<file path="config.mk">
export PLATFORM = sky130hd
export DESIGN_NAME = mem_access
export DESIGN_NICKNAME = d
export VERILOG_FILES = /design/src/rtl/mem_access_pkg.sv /design/src/rtl/mem_access_load_align.sv /design/src/rtl/mem_access.sv
export SDC_FILE = /design/constraint.sdc
export NUM_CORES = 1
export LEC_CHECK = 0
export ABC_AREA = 0
export BUFFER_PORTS_ARGS = -buffer_cell sky130_fd_sc_hd__clkbuf_2
export CAP_MARGIN = 10
export CORE_ASPECT_RATIO = 0.5
export CORE_MARGIN = 2
export CORE_UTILIZATION = 53
export DETAILED_ROUTE_END_ITERATION = 12
export PLACE_DENSITY = 0.85
export SETUP_SLACK_MARGIN = 0.5
export SLEW_MARGIN = 20
export SYNTH_ARGS = -nofsm -noshare
export SYNTH_HDL_FRONTEND = slang
export SYNTH_SLANG_ARGS = --single-unit
</file>
<file path="constraint.sdc">
create_clock -name CLK -period 7.6 [get_ports CLK]
set_input_delay 1.14 -clock CLK [delete_from_list [all_inputs] [get_ports CLK]]
set_output_delay 1.14 -clock CLK [all_outputs]
set_load 0.02 [all_outputs]
</file>
<file path="src/rtl/mem_access_pkg.sv">
// Shared opcodes, bus request bundle and decode helpers for the MEM stage.
// Pure declarations: no latency, no flow control.
package mem_access_pkg;

    localparam logic [5:0] OP_LB  = 6'h20;
    localparam logic [5:0] OP_LH  = 6'h21;
    localparam logic [5:0] OP_LW  = 6'h23;
    localparam logic [5:0] OP_LBU = 6'h24;
    localparam logic [5:0] OP_LHU = 6'h25;
    localparam logic [5:0] OP_SB  = 6'h28;
    localparam logic [5:0] OP_SH  = 6'h29;
    localparam logic [5:0] OP_SW  = 6'h2B;

    typedef struct packed {
        logic        we;
        logic [3:0]  be;
        logic [31:0] addr;
        logic [31:0] wdata;
    } bus_req_t;

    function automatic logic is_load(input logic [5:0] op);
        return (op == OP_LB) || (op == OP_LBU) || (op == OP_LH) ||
               (op == OP_LHU) || (op == OP_LW);
    endfunction

    function automatic logic is_store(input logic [5:0] op);
        return (op == OP_SB) || (op == OP_SH) || (op == OP_SW);
    endfunction

    function automatic logic is_mem(input logic [5:0] op);
        return is_load(op) || is_store(op);
    endfunction

    // Halfwords need an even address, words a multiple of four.
    function automatic logic is_misaligned(input logic [5:0] op, input logic [1:0] lo);
        case (op)
            OP_LH, OP_LHU, OP_SH: return lo[0];
            OP_LW, OP_SW:         return lo != 2'b00;
            default:              return 1'b0;
        endcase
    endfunction

endpackage

</file>
<file path="src/rtl/mem_access_load_align.sv">
// Big-endian lane select and sign/zero extension of a read word.
// Combinational, no flow control.
module load_align
    import mem_access_pkg::*;
(
    input  logic [1:0]  i_addr_lo,
    input  logic [5:0]  i_opcode,
    input  logic [31:0] i_rdata,
    output logic [31:0] o_data
);

    logic [7:0]  w_byte;
    logic [15:0] w_half;

    always_comb begin
        case (i_addr_lo)
            2'd0:    w_byte = i_rdata[31:24];
            2'd1:    w_byte = i_rdata[23:16];
            2'd2:    w_byte = i_rdata[15:8];
            default: w_byte = i_rdata[7:0];
        endcase
        w_half = i_addr_lo[1] ? i_rdata[15:0] : i_rdata[31:16];
        case (i_opcode)
            OP_LB:   o_data = {{24{w_byte[7]}}, w_byte};
            OP_LBU:  o_data = {24'd0, w_byte};
            OP_LH:   o_data = {{16{w_half[15]}}, w_half};
            OP_LHU:  o_data = {16'd0, w_half};
            default: o_data = i_rdata;
        endcase
    end

endmodule

</file>
<file path="src/rtl/mem_access.sv">
// MEM stage: one load/store bus transfer per instruction, result pulsed to write-back.
// Latency 1 cycle (non-memory/misaligned) or 2+ cycles (bus); in_ready low while waiting.
module mem_access
    import mem_access_pkg::*;
#(
    parameter int TIMEOUT = 16
) (
    input  logic        CLK,
    input  logic        RST,
    input  logic        in_valid,
    output logic        in_ready,
    input  logic [31:0] Ins,
    input  logic [31:0] Result,
    input  logic [31:0] Rdata2,
    output logic        dmem_req,
    output logic        dmem_we,
    output logic [3:0]  dmem_be,
    output logic [31:0] dmem_addr,
    output logic [31:0] dmem_wdata,
    input  logic [31:0] dmem_rdata,
    input  logic        dmem_ack,
    output logic        out_valid,
    output logic [31:0] WBdata,
    output logic [31:0] WBins,
    output logic        addr_err,
    output logic        bus_err
);

    typedef enum logic {IDLE, WAIT} state_t;

    localparam logic [7:0] CNT_LAST = 8'(TIMEOUT - 1);

    state_t      r_state;
    state_t      w_state_nxt;
    logic [7:0]  r_cnt;
    logic [31:0] r_ins;
    logic [1:0]  r_lo;
    logic        r_req;
    logic        r_we;
    logic [3:0]  r_be;
    logic [31:0] r_addr;
    logic [31:0] r_wdata;
    logic        r_out_valid;
    logic [31:0] r_wbdata;
    logic        r_addr_err;
    logic        r_bus_err;

    logic [5:0]  w_op;
    logic        w_accept;
    logic        w_mem;
    logic        w_mis;
    logic        w_timeout;
    bus_req_t    w_req;
    logic [31:0] w_load;

    always_comb begin
        w_op        = Ins[31:26];
        w_accept    = in_valid && (r_state == IDLE);
        w_mem       = is_mem(w_op);
        w_mis       = is_misaligned(w_op, Result[1:0]);
        // Ack on the same edge as the last counted cycle takes priority.
        w_timeout   = (r_state == WAIT) && !dmem_ack && (r_cnt == CNT_LAST);
        w_state_nxt = r_state;
        case (r_state)
            IDLE:    if (w_accept && w_mem && !w_mis) w_state_nxt = WAIT;
            WAIT:    if (dmem_ack || w_timeout) w_state_nxt = IDLE;
            default: w_state_nxt = IDLE;
        endcase
    end

    always_comb begin
        w_req.we    = is_store(w_op);
        w_req.addr  = {Result[31:2], 2'b00};
        w_req.be    = 4'b1111;
        w_req.wdata = '0;
        case (w_op)
            OP_SB: begin
                w_req.be    = 4'b1000 >> Result[1:0];
                w_req.wdata = {4{Rdata2[7:0]}};
            end
            OP_SH: begin
                w_req.be    = 4'b1100 >> Result[1:0];
                w_req.wdata = {2{Rdata2[15:0]}};
            end
            OP_SW:   w_req.wdata = Rdata2;
            default: ;
        endcase
    end

    load_align u_load_align (
        .i_addr_lo (r_lo),
        .i_opcode  (r_ins[31:26]),
        .i_rdata   (dmem_rdata),
        .o_data    (w_load)
    );

    always_ff @(posedge CLK or posedge RST) begin
        if (RST) begin
            r_state     <= IDLE;
            r_cnt       <= '0;
            r_ins       <= '0;
            r_lo        <= '0;
            r_req       <= 1'b0;
            r_we        <= 1'b0;
            r_be        <= '0;
            r_addr      <= '0;
            r_wdata     <= '0;
            r_out_valid <= 1'b0;
            r_wbdata    <= '0;
            r_addr_err  <= 1'b0;
            r_bus_err   <= 1'b0;
        end else begin
            r_state     <= w_state_nxt;
            r_out_valid <= 1'b0;
            r_addr_err  <= 1'b0;
            r_bus_err   <= 1'b0;
            if (w_accept) begin
                r_ins <= Ins;
                r_lo  <= Result[1:0];
                r_cnt <= '0;
                if (!w_mem) begin
                    r_out_valid <= 1'b1;
                    r_wbdata    <= Result;
                end else if (w_mis) begin
                    r_out_valid <= 1'b1;
                    r_addr_err  <= 1'b1;
                    r_wbdata    <= '0;
                end else begin
                    r_req   <= 1'b1;
                    r_we    <= w_req.we;
                    r_be    <= w_req.be;
                    r_addr  <= w_req.addr;
                    r_wdata <= w_req.wdata;
                end
            end else if (r_state == WAIT) begin
                if (dmem_ack || w_timeout) begin
                    r_req       <= 1'b0;
                    r_we        <= 1'b0;
                    r_be        <= '0;
                    r_out_valid <= 1'b1;
                    r_bus_err   <= !dmem_ack;
                    r_wbdata    <= (dmem_ack && is_load(r_ins[31:26])) ? w_load : 32'd0;
                end else begin
                    r_cnt <= r_cnt + 8'd1;
                end
            end
        end
    end

    assign in_ready   = (r_state == IDLE);
    assign dmem_req   = r_req;
    assign dmem_we    = r_we;
    assign dmem_be    = r_be;
    assign dmem_addr  = r_addr;
    assign dmem_wdata = r_wdata;
    assign out_valid  = r_out_valid;
    assign WBdata     = r_wbdata;
    assign WBins      = r_ins;
    assign addr_err   = r_addr_err;
    assign bus_err    = r_bus_err;

endmodule

</file>
==> flow_summary.rst <==
.. list-table::
   :header-rows: 1

   * - Metric
     - Value
   * - Die extent in y
     - 85.53 µm
   * - Starting utilization of the core area
     - 0.5501
   * - Power density cells
     - 269.5 mW/mm²
   * - Proportion of power drawn by combinational gates
     - 0.247
   * - Wire length of the first global-routing pass
     - 32850 µm
   * - Category of the worst setup path capture point
     - flip-flop
   * - DP Cell Count
     - 1157
   * - Portion of synthesized cell area occupied by the leading cell type
     - 0.5186
   * - Post-DRT Antenna Nets
     - 0
   * - Number of buffers and inverters on the critical path
     - 3
   * - Pre-antenna DRT Iters
     - 8
   * - Via count
     - 6754
   * - Via count of the first global-routing pass
     - 6453
   * - Share of the cycle needed by the critical path after routing
     - 0.3853
   * - Remaining max-slew budget at the tightest pin
     - 0.3764
   * - Via/cell ratio
     - 5.671
   * - Register clock-pin slew on the reported worst setup and hold paths
     - 0.06 ns
   * - Final number of max-transition violations
     - 0
   * - Row cnt
     - 29
   * - Library cell appearing most often on the critical path
     - sky130_fd_sc_hd__nor2_1
   * - P_sw
     - 0.0008253 W
   * - Setup tns final
     - 0 ns
   * - # clock sinks
     - 146
   * - RSZ-0062 raised after global routing
     - false
   * - Total gr overflow
     - 0
   * - Drt drc
     - 0
   * - Number of warnings issued by yosys
     - 0
   * - Global placer's final weighted congestion
     - 0.8279
   * - List of cells traversed by the critical path
     - clkbuf_2 -> nor2_1 -> a32o_1 -> o21a_1 -> nor2_1 -> buf_4 -> inv_1 -> a31oi_1
   * - Final HPWL from detailed placement
     - 14320 µm
   * - Post-cts repair resize count
     - 0
   * - Core Box Area
     - 0.01281 mm²
   * - Seq pwr share
     - 0.407
   * - Total routing resource utilization after global routing
     - 0.2872
   * - Number of enable flip-flop cells after synthesis
     - 0
   * - Top delay family on crit path
     - compound AO/OA/AOI/OAI gates
   * - Peak supply drop
     - 152.0 µV
   * - Final Hold Fails
     - 0
   * - Source-to-sink clock delay at the later pin of the worst-skew pair
     - 0.42 ns
   * - Average wire per cell in the routed design
     - 17.17 µm
   * - Worst Tran Pin Value
     - 0.9347 ns
   * - Mapped Cells
     - 766
   * - Register area share after synthesis
     - 0.5186
   * - Maximum level of the CTS H-tree
     - 4
   * - Internal power summed over all cells
     - 0.001619 W
   * - Non-filler instance count after layout
     - 1191
   * - Worst setup skew after layout
     - 0.009479 ns
   * - Number of antenna repair diodes
     - 0
   * - Worst hold path type
     - reg2reg
   * - Cell type with the largest total area after synthesis
     - sky130_fd_sc_hd__dfrtp_1
   * - Fmax achieved
     - 341.5 MHz
   * - Die X
     - 167.1 µm
   * - Arrival time at the worst endpoint
     - 3.20 ns
   * - Leading cell types by count after synthesis
     - sky130_fd_sc_hd__nand2_1, sky130_fd_sc_hd__dfrtp_1, sky130_fd_sc_hd__nor2_1, sky130_fd_sc_hd__clkbuf_1, sky130_fd_sc_hd__a31oi_1
   * - Netlist cell types
     - 60
   * - Min Hold Slack
     - 0.4731 ns
   * - Most used flip-flop cell after synthesis
     - sky130_fd_sc_hd__dfrtp_1
   * - Outcome
     - complete, no violations
   * - Fraction of final layout cells sized beyond drive strength 1
     - 0.3271
   * - Netlist area before placement
     - 0.007046 mm²
   * - Largest cells by area after synthesis
     - sky130_fd_sc_hd__dfrtp_1, sky130_fd_sc_hd__nand2_1, sky130_fd_sc_hd__a221o_1
   * - Inserted Clock Buffers
     - 17
   * - Slowest library cell on the worst path
     - sky130_fd_sc_hd__o21a_1
   * - Clock group share of total power
     - 0.346
   * - Critical path start-end classification
     - in2reg
   * - Clock root buffer master
     - sky130_fd_sc_hd__clkbuf_16
   * - Number of placed I/O pins
     - 270
   * - Worst Setup Start Kind
     - input port
   * - Switching share of power
     - 0.3376
   * - Post-Syn Area per Cell
     - 9.198 µm²
   * - Async S/R FF share, synth
     - 1.000
   * - Total routed wirelength
     - 20450 µm
   * - Largest stage delay, worst path
     - 0.43 ns
   * - Hold bufs inserted after CTS
     - 0
   * - Drt first-iter violations
     - 553
   * - Maximum buffer depth of the clock tree
     - 2
   * - Number of violations of the max-capacitance limit
     - 0
   * - Largest driver fanout on the critical path
     - 22
   * - Static Leak
     - 4.680 nW
   * - Post-CTS setup buffer count
     - 0
   * - Most common cell in the netlist
     - sky130_fd_sc_hd__nand2_1
   * - #FFs+latches synth
     - 146
   * - Final-report setup violation count
     - 0
   * - Final period demand of the worst path
     - 2.928 ns
   * - Critical path data required time
     - 7.87 ns
   * - Area of the die
     - 0.01429 mm²
   * - Number of filler instances in the final layout
     - 979
   * - Number of buffers inserted by port buffering
     - 267
   * - Number of nets in the final layout
     - 1141
   * - Clock tree from TritonCTS
     - done
   * - Largest net degree at the start of global routing
     - 86
   * - Initial antenna violation count
     - 0
   * - Area Overhead vs Synth
     - 28.73%
## flip-flops by register name, indices dropped and copies added, names as in the netlist, 2 cells and up
register / cells
WBdata: 32
dmem_wdata: 32
dmem_be: 4
WBins: 32
r_lo: 2
dmem_addr: 30
r_cnt: 8
## routing by layer
metal / track usage / vias to the layer above / share of wire
li1: - / 3126 / -
met1: 0.3876 / 3270 / 0.43
met2: 0.4819 / 329 / 0.48
met3: 0.05722 / 29 / 0.072
met4: 0.08229 / 0 / 0.016
met5: 0 / - / 0
## kinds of logic (layout without fill, tap and decap cells)
logic type	count (synthesis)	after routing	synth area share
AO/OA/AOI/OAI	139	139	0.1488
XOR/XNOR	2	2	0.002487
adder cells (fa/ha/maj)	1	1	0.001776
buffers and inverters	58	312	0.03676
flip-flops	146	146	0.5186
multiplexers	18	18	0.03676
other	1	2	0.0005323
AND/OR/NAND/NOR	401	401	0.2543
## layout by cell type (no fill, tap or decap), drive strengths merged, types with 8 or more instances in the layout
cell and count:
a221oi 8, clkbuf 285, nand3 21, and2 18, nor3 15, mux2i 9, nor2 47, buf 8
nor2b 9, dfrtp 146, nand2 249, a221o 19, nand2b 23, a22oi 16, o21ai 22, inv 8
a21oi 9, a31oi 28
## metrics by stage
step | util | setup WS, ns | area, µm² | total power, W
global route | 0.7081 | 4.516 | 9070 | 0.002554
floorplan | - | 2.537 | 7049 | 0.001370
global placement | 0.6586 | 4.013 | 8436 | 0.001591
finish | 0.7081 | 4.672 | 9070 | 0.002445
CTS | 0.7051 | 4.308 | 9031 | 0.002450
detailed placement | 0.6586 | 3.875 | 8436 | 0.001607
## worst register-to-register path, cell delays in order (launching register included)
cell and delay [ns]:
sky130_fd_sc_hd__dfrtp_1 0.49, sky130_fd_sc_hd__or2b_4 0.50, sky130_fd_sc_hd__nand3_4 0.18, sky130_fd_sc_hd__a311o_1 0.39, sky130_fd_sc_hd__a211oi_4 0.66, sky130_fd_sc_hd__a221o_1 0.28
## power groups by stage
stage | clock (W) | combinational (W) | sequential [W]
after global placement | 0 | 0.000590 | 0.00100
final | 0.000846 | 0.000604 | 0.000995
after detailed placement | 0 | 0.000603 | 0.00100
after floorplan | 0 | 0.000223 | 0.00115
after global routing | 0.000890 | 0.000655 | 0.00101
after CTS | 0.000853 | 0.000604 | 0.000993
## path summary, 6_finish.rpt
| kind | startpoint | end | slack (ns) | depth (start not counted) |
|---|---|---|---|---|
| max | Ins[27] | WBdata[8] | 4.67 | 8 |
| min | dmem_wdata[7] | dmem_wdata[7] | 0.47 | 2 |
| max reg2reg | r_state | WBdata[31] | 5.05 | 5 |
| min reg2reg | dmem_wdata[7] | dmem_wdata[7] | 0.47 | 2 |
| max in group asynchronous | RST | WBdata[19] | 5.64 | 3 |
| min in group asynchronous | RST | dmem_wdata[24] | 0.77 | 2 |
## cell type report
cell class                      instances  area (µm²)  area share
Clock buffer                           18       439.2     0.04842
Tap cell                              170       212.7     0.02345
Timing Repair Buffer                  275        1420      0.1566
Inverter                                5       23.77    0.002621
Clock inverter                         14       156.4     0.01724
Multi-Input combinational cell        563        3164      0.3489
Sequential cell                       146        3654      0.4028
No activity file was read; power rests on OpenSTA's default activity.
